--- src/rtl/tri_subdivider.sv ---
// Depth-first newest-vertex bisection of one triangle into 2^d leaves, one split per cycle.
// Latency: first leaf d+1 cycles after acceptance; each popped subtree at level L yields a leaf L+1 cycles later.
// Backpressure: a leaf holds on tri_out/out_idx/out_last until out_ready; no new triangle is taken until the last leaf leaves.
module tri_subdivider #(
  parameter int COORD_W   = 16,
  parameter int MAX_DEPTH = 3,
  localparam int LVL_W    = $clog2(MAX_DEPTH + 1)
) (
  input  logic                   clk,
  input  logic                   n_rst,
  input  logic                   in_valid,
  output logic                   in_ready,
  input  logic [9*COORD_W-1:0]   tri_in,
  input  logic [LVL_W-1:0]       depth_in,
  output logic                   out_valid,
  input  logic                   out_ready,
  output logic [9*COORD_W-1:0]   tri_out,
  output logic [MAX_DEPTH-1:0]   out_idx,
  output logic                   out_last,
  output logic                   busy
);

  localparam int SP_IW = (MAX_DEPTH > 1) ? $clog2(MAX_DEPTH) : 1;

  localparam logic [1:0] IDLE = 2'd0;
  localparam logic [1:0] EVAL = 2'd1;
  localparam logic [1:0] EMIT = 2'd2;

  typedef struct packed {
    logic [COORD_W-1:0] x;
    logic [COORD_W-1:0] y;
    logic [COORD_W-1:0] z;
  } vtx_t;

  typedef struct packed {
    vtx_t p;
    vtx_t q;
    vtx_t r;
  } tri_t;

  logic [1:0]       state;
  tri_t             cur;
  tri_t             tri_a;
  tri_t             tri_b;
  vtx_t             mid;
  logic [LVL_W-1:0] lvl;
  logic [LVL_W-1:0] depth_clamp;
  logic [LVL_W-1:0] sp;
  logic [LVL_W-1:0] sp_m1;
  logic [SP_IW-1:0] push_idx;
  logic [SP_IW-1:0] pop_idx;
  logic             stack_empty;
  logic             push;
  logic             pop;

  tri_t             stk_tri [MAX_DEPTH];
  logic [LVL_W-1:0] stk_lvl [MAX_DEPTH];

  // Subtract from the larger value so the sum never leaves COORD_W bits.
  function automatic logic [COORD_W-1:0] half_way(input logic [COORD_W-1:0] a,
                                                  input logic [COORD_W-1:0] b);
    logic [COORD_W-1:0] lo;
    logic [COORD_W-1:0] hi;
    lo = (a < b) ? a : b;
    hi = (a < b) ? b : a;
    return lo + ((hi - lo) >> 1);
  endfunction

  always_comb begin
    mid.x = half_way(cur.p.x, cur.q.x);
    mid.y = half_way(cur.p.y, cur.q.y);
    mid.z = half_way(cur.p.z, cur.q.z);
    tri_a = {cur.p, cur.r, mid};
    tri_b = {cur.r, cur.q, mid};
  end

  assign depth_clamp = (int'(depth_in) > MAX_DEPTH) ? LVL_W'(MAX_DEPTH) : depth_in;
  assign sp_m1       = sp - LVL_W'(1);
  assign push_idx    = SP_IW'(sp);
  assign pop_idx     = SP_IW'(sp_m1);
  assign stack_empty = (sp == '0);
  assign push        = (state == EVAL) && (lvl != '0);
  assign pop         = (state == EMIT) && out_ready && !stack_empty;

  assign in_ready  = (state == IDLE);
  assign busy      = (state != IDLE);
  assign out_valid = (state == EMIT);
  assign out_last  = (state == EMIT) && stack_empty;
  assign tri_out   = cur;

  always_ff @(posedge clk or negedge n_rst) begin
    if (!n_rst) begin
      state   <= IDLE;
      cur     <= '0;
      lvl     <= '0;
      sp      <= '0;
      out_idx <= '0;
    end else begin
      case (state)
        IDLE: begin
          if (in_valid) begin
            cur     <= tri_in;
            lvl     <= depth_clamp;
            out_idx <= '0;
            state   <= EVAL;
          end
        end
        EVAL: begin
          if (lvl == '0) begin
            state <= EMIT;
          end else begin
            cur <= tri_a;
            lvl <= lvl - LVL_W'(1);
            sp  <= sp + LVL_W'(1);
          end
        end
        EMIT: begin
          if (out_ready) begin
            if (pop) begin
              cur     <= stk_tri[pop_idx];
              lvl     <= stk_lvl[pop_idx];
              sp      <= sp_m1;
              out_idx <= out_idx + MAX_DEPTH'(1);
              state   <= EVAL;
            end else begin
              state <= IDLE;
            end
          end
        end
        default: state <= IDLE;
      endcase
    end
  end

  // Stack payload needs no reset: sp alone decides what is live.
  always_ff @(posedge clk) begin
    if (push) begin
      stk_tri[push_idx] <= tri_b;
      stk_lvl[push_idx] <= lvl - LVL_W'(1);
    end
  end

endmodule
--- config.mk ---
export PLATFORM = sky130hd
export DESIGN_NAME = tri_subdivider
export DESIGN_NICKNAME = d
export VERILOG_FILES = /design/src/rtl/tri_subdivider.sv
export SDC_FILE = /design/constraint.sdc
export NUM_CORES = 1
export LEC_CHECK = 0
export BUFFER_PORTS_ARGS = -buffer_cell sky130_fd_sc_hd__buf_2
export CAP_MARGIN = 20
export CORE_ASPECT_RATIO = 1.1
export CORE_UTILIZATION = 55
export CTS_CLUSTER_SIZE = 25
export DETAILED_ROUTE_END_ITERATION = 10
export PLACE_DENSITY = 0.77
export SYNTH_ARGS = -nofsm -noshare
export SYNTH_HDL_FRONTEND = slang
export SYNTH_SLANG_ARGS = --single-unit
export TNS_END_PERCENT = 20
--- constraint.sdc ---
create_clock -name clk -period 7.5 [get_ports clk]
set_input_delay 0.75 -clock clk [delete_from_list [all_inputs] [get_ports clk]]
set_output_delay 0.75 -clock clk [all_outputs]
set_load 0.02 [all_outputs]
==> impl_metrics.yaml <==
logic_synthesis:
  synth_most_common_cell: "edfxtp_1"
  yosys-top-cells-count: "438 x edfxtp_1, 276 x nor2_1, 216 x nand2_1, 159 x a21oi_1, 153 x dfrtp_1"
  netlist_area_um2: 29700
  syn_area_per_cell_um2: 11.5
  synth_flop_cell: "edfxtp_1"
  yosys.area.top_type: "edfxtp_1"
  synthesis.nets: 2838
  synth_async_sr_flop_share_pct: 25.9
  syn_inst: 2581
  synth_edf_count: 438
  synth.area.top_cells: "edfxtp_1 44%, dfrtp_1 13%, ha_1 4.4%"
  ys.warnings.count: 0
  synth_top_area_share_pct: 44.3
  synth_cell_type_count: 80
  ys_ff_latch: 591
  ys_seq_area_share_pct: 57.2
placed_design:
  dp_hpwl_um: 53400
  gp_congestion: 0.933
  port_buffers: 300
  placed_cells: 3423
  placed_area_um2: 31700
global_routing:
  grt-ovfl-total: 0
  grt_pass1_wl_um: 128000
  antenna_found_initial: 8
  grt_usage_pct: 30.5
  grt_pass1_vias: 22348
  grt_max_degree: 100
cts:
  cts_hold_buf: 0
  h-tree-depth: 2
  cts_max_path_buffers: 3
  root_buffer: "clkbuf_16"
  numCtsBuffers: 58
  clock_sinks: 591
  clk_latency_ps: 630
  cts_resized: 0
  cts_tree: "yes"
  cts_post_setup_buffers_inserted: 0
  path_clk_slew_ps: 60
timing:
  fmax_mhz: 152
  skew_ps: 13.0
  slew_headroom_pct: 22.4
  fin_crit_ps: 6560
  tns_ps: 0
  fin_crit_sh_pct: 87.5
  slew_violations: 0
  hold_viol: 0
  setup_violations: 0
  rsz0062_at_grt: "false"
  worst_slew_pin_slew_ps: 1160
finish:
  final_cells: 3539
  fillers: 4068
  design_area_um2: 33700
  drive_gt1_share_pct: 19.2
  nNetsFinal: 3068
  area_growth_pct: 13.5
detailed_routing:
  wl_per_cell_um: 23.7
  detailroute.wirelength.met2_um: 41600
  post-route-drc-count: 0
  antenna_left: 0
  dr.pass1.iters: 5
  routed_wl_um: 83900
  vias_per_cell: 6.28
  dr.max_layer_used: "met5"
  m1WireLength_um: 33500
  vias: 22238
  wl_met3_um: 5790
  drt_iter0_markers: 1802
worst_setup_path:
  cp_slowest_stage_delay_ps: 630
  cp_max_fo: 34
  start_kind: "flip-flop"
  setup.worst_path.end_class: "flip-flop"
  path_buf_inv: 3
  cp_top_family: "compound AO/OA/AOI/OAI gates"
  worstPathRequired_ps: 8040
  crit_type: "flip-flop to flip-flop"
  cp.arrival_ps: 7110
  cp_slowest_cell: "a311oi_4"
  path_cells: "inv_1 > ha_1 > and4_4 > nand3_1 > or4_4 > a311oi_4 > nor2_2 > buf_4 > mux2_4 > ha_1 > a211oi_2 > xnor2_1 > inv_1 > fa_1 > nor2b_1 > o21ai_0 > a21boi_0 > o21ai_0 > a21boi_0 > o21ai_0 > a31oi_1 > a21boi_0 > xnor2_1 > o2bb2ai_1"
floorplanning:
  core_um2: 52900
  die_w_um: 223
  ioPinCount: 301
  start_util_pct: 56.1
  dieHeight_um: 246
  die_area_um2: 54900
  rows: 88
run:
  drv_cap: 0
hold_path:
  hp-class: "primary input to async pin"
status:
  status: "finished clean"
through the flow:
stage	utilization [%]	hold WS [ps]	setup WS [ps]
2_1_floorplan	-	454	1630
3_3_place_gp	59.9	489	1100
3_5_place_dp	59.9	519	903
4_1_cts	63.6	356	871
5_1_grt	63.7	98.2	325
6_report	63.7	71.5	938
final timing paths:
kind                                          from                        to  slack (ps)  depth (start not counted)
min reg2reg                tri_out[86]$_DFFE_PN0P_  stk_tri[2][86]$_DFFE_PP_         540                          0
max reg2reg                tri_out[87]$_DFFE_PN0P_   tri_out[46]$_DFFE_PN0P_         940                         24
max                        tri_out[87]$_DFFE_PN0P_   tri_out[46]$_DFFE_PN0P_         940                         24
min in group clk                       tri_in[122]  tri_out[122]$_DFFE_PN0P_         380                          3
max in group asynchronous                    n_rst   tri_out[10]$_DFFE_PN0P_        5760                          3
min                                          n_rst   tri_out[33]$_DFFE_PN0P_          70                          1
routing by layer:
layer | global-route usage, % | vias to the layer above
li1 | - | 10143
met1 | 38.4 | 11022
met2 | 52.1 | 894
met3 | 5.31 | 169
met4 | 12.3 | 10
met5 | 0 | -
state kept, by name (all words and copies together), names as in the netlist:
name,cells
stk_lvl,6
lvl,2
stk_tri,432
out_idx,3
tri_out,144
push_idx,2
state,2
layout make-up:
cell class,count,area (µm²),share of cell area (%)
sequential,591,17000,50.4
multi-input combinational,1737,11800,35.0
timing repair buffer,328,1780,5.29
clock buffer,81,1670,4.96
tap,675,845,2.51
inverter,95,362,1.07
clock inverter,29,253,0.750
antenna,3,7.51,0.0223
layout by cell type (no fill, tap or decap), types with 13 or more instances in the layout:
cell	count
clkinv_2	15
buf_2	299
a21oi_1	159
o21ai_0	85
a211oi_1	52
nand2b_1	31
a31oi_1	58
nor2b_1	21
xor2_1	23
edfxtp_1	438
a22oi_1	17
nor2_1	275
nand3_1	31
inv_1	94
a221oi_1	97
and2_1	13
xnor2_1	47
buf_4	24
o211ai_1	64
clkbuf_1	13
o31ai_1	15
mux2i_1	106
mux2_2	94
o21a_1	13
ha_1	100
nand2_1	216
nor3_1	39
a21o_1	23
clkbuf_16	61
and3_1	13
dfrtp_1	152
cells by family after synthesis:
kind of cell	Yosys count	share of synthesized area (%)
AOI/OAI and AO/OA	664	15.3
xor gates and xnor gates	70	2.07
adders and majority gates	107	4.59
buffers and inverters	253	3.32
DFF	591	57.2
muxes	202	7.23
and+or+nand+nor	694	10.3
worst register-to-register path: cells and delay by family (launching register included):
family / cells / cell delay, ps
AO/OA/AOI/OAI: 10 / 2570
adder cells (fa/ha/maj): 3 / 1070
AND/OR/NAND/NOR: 5 / 1050
flip-flops: 1 / 480
buffers and inverters: 3 / 480
XOR/XNOR: 2 / 470
multiplexers: 1 / 360
Power is left out: the tool's default activity adds up to more than one toggle a clock period on the data nets, which glitch-free logic cannot reach.
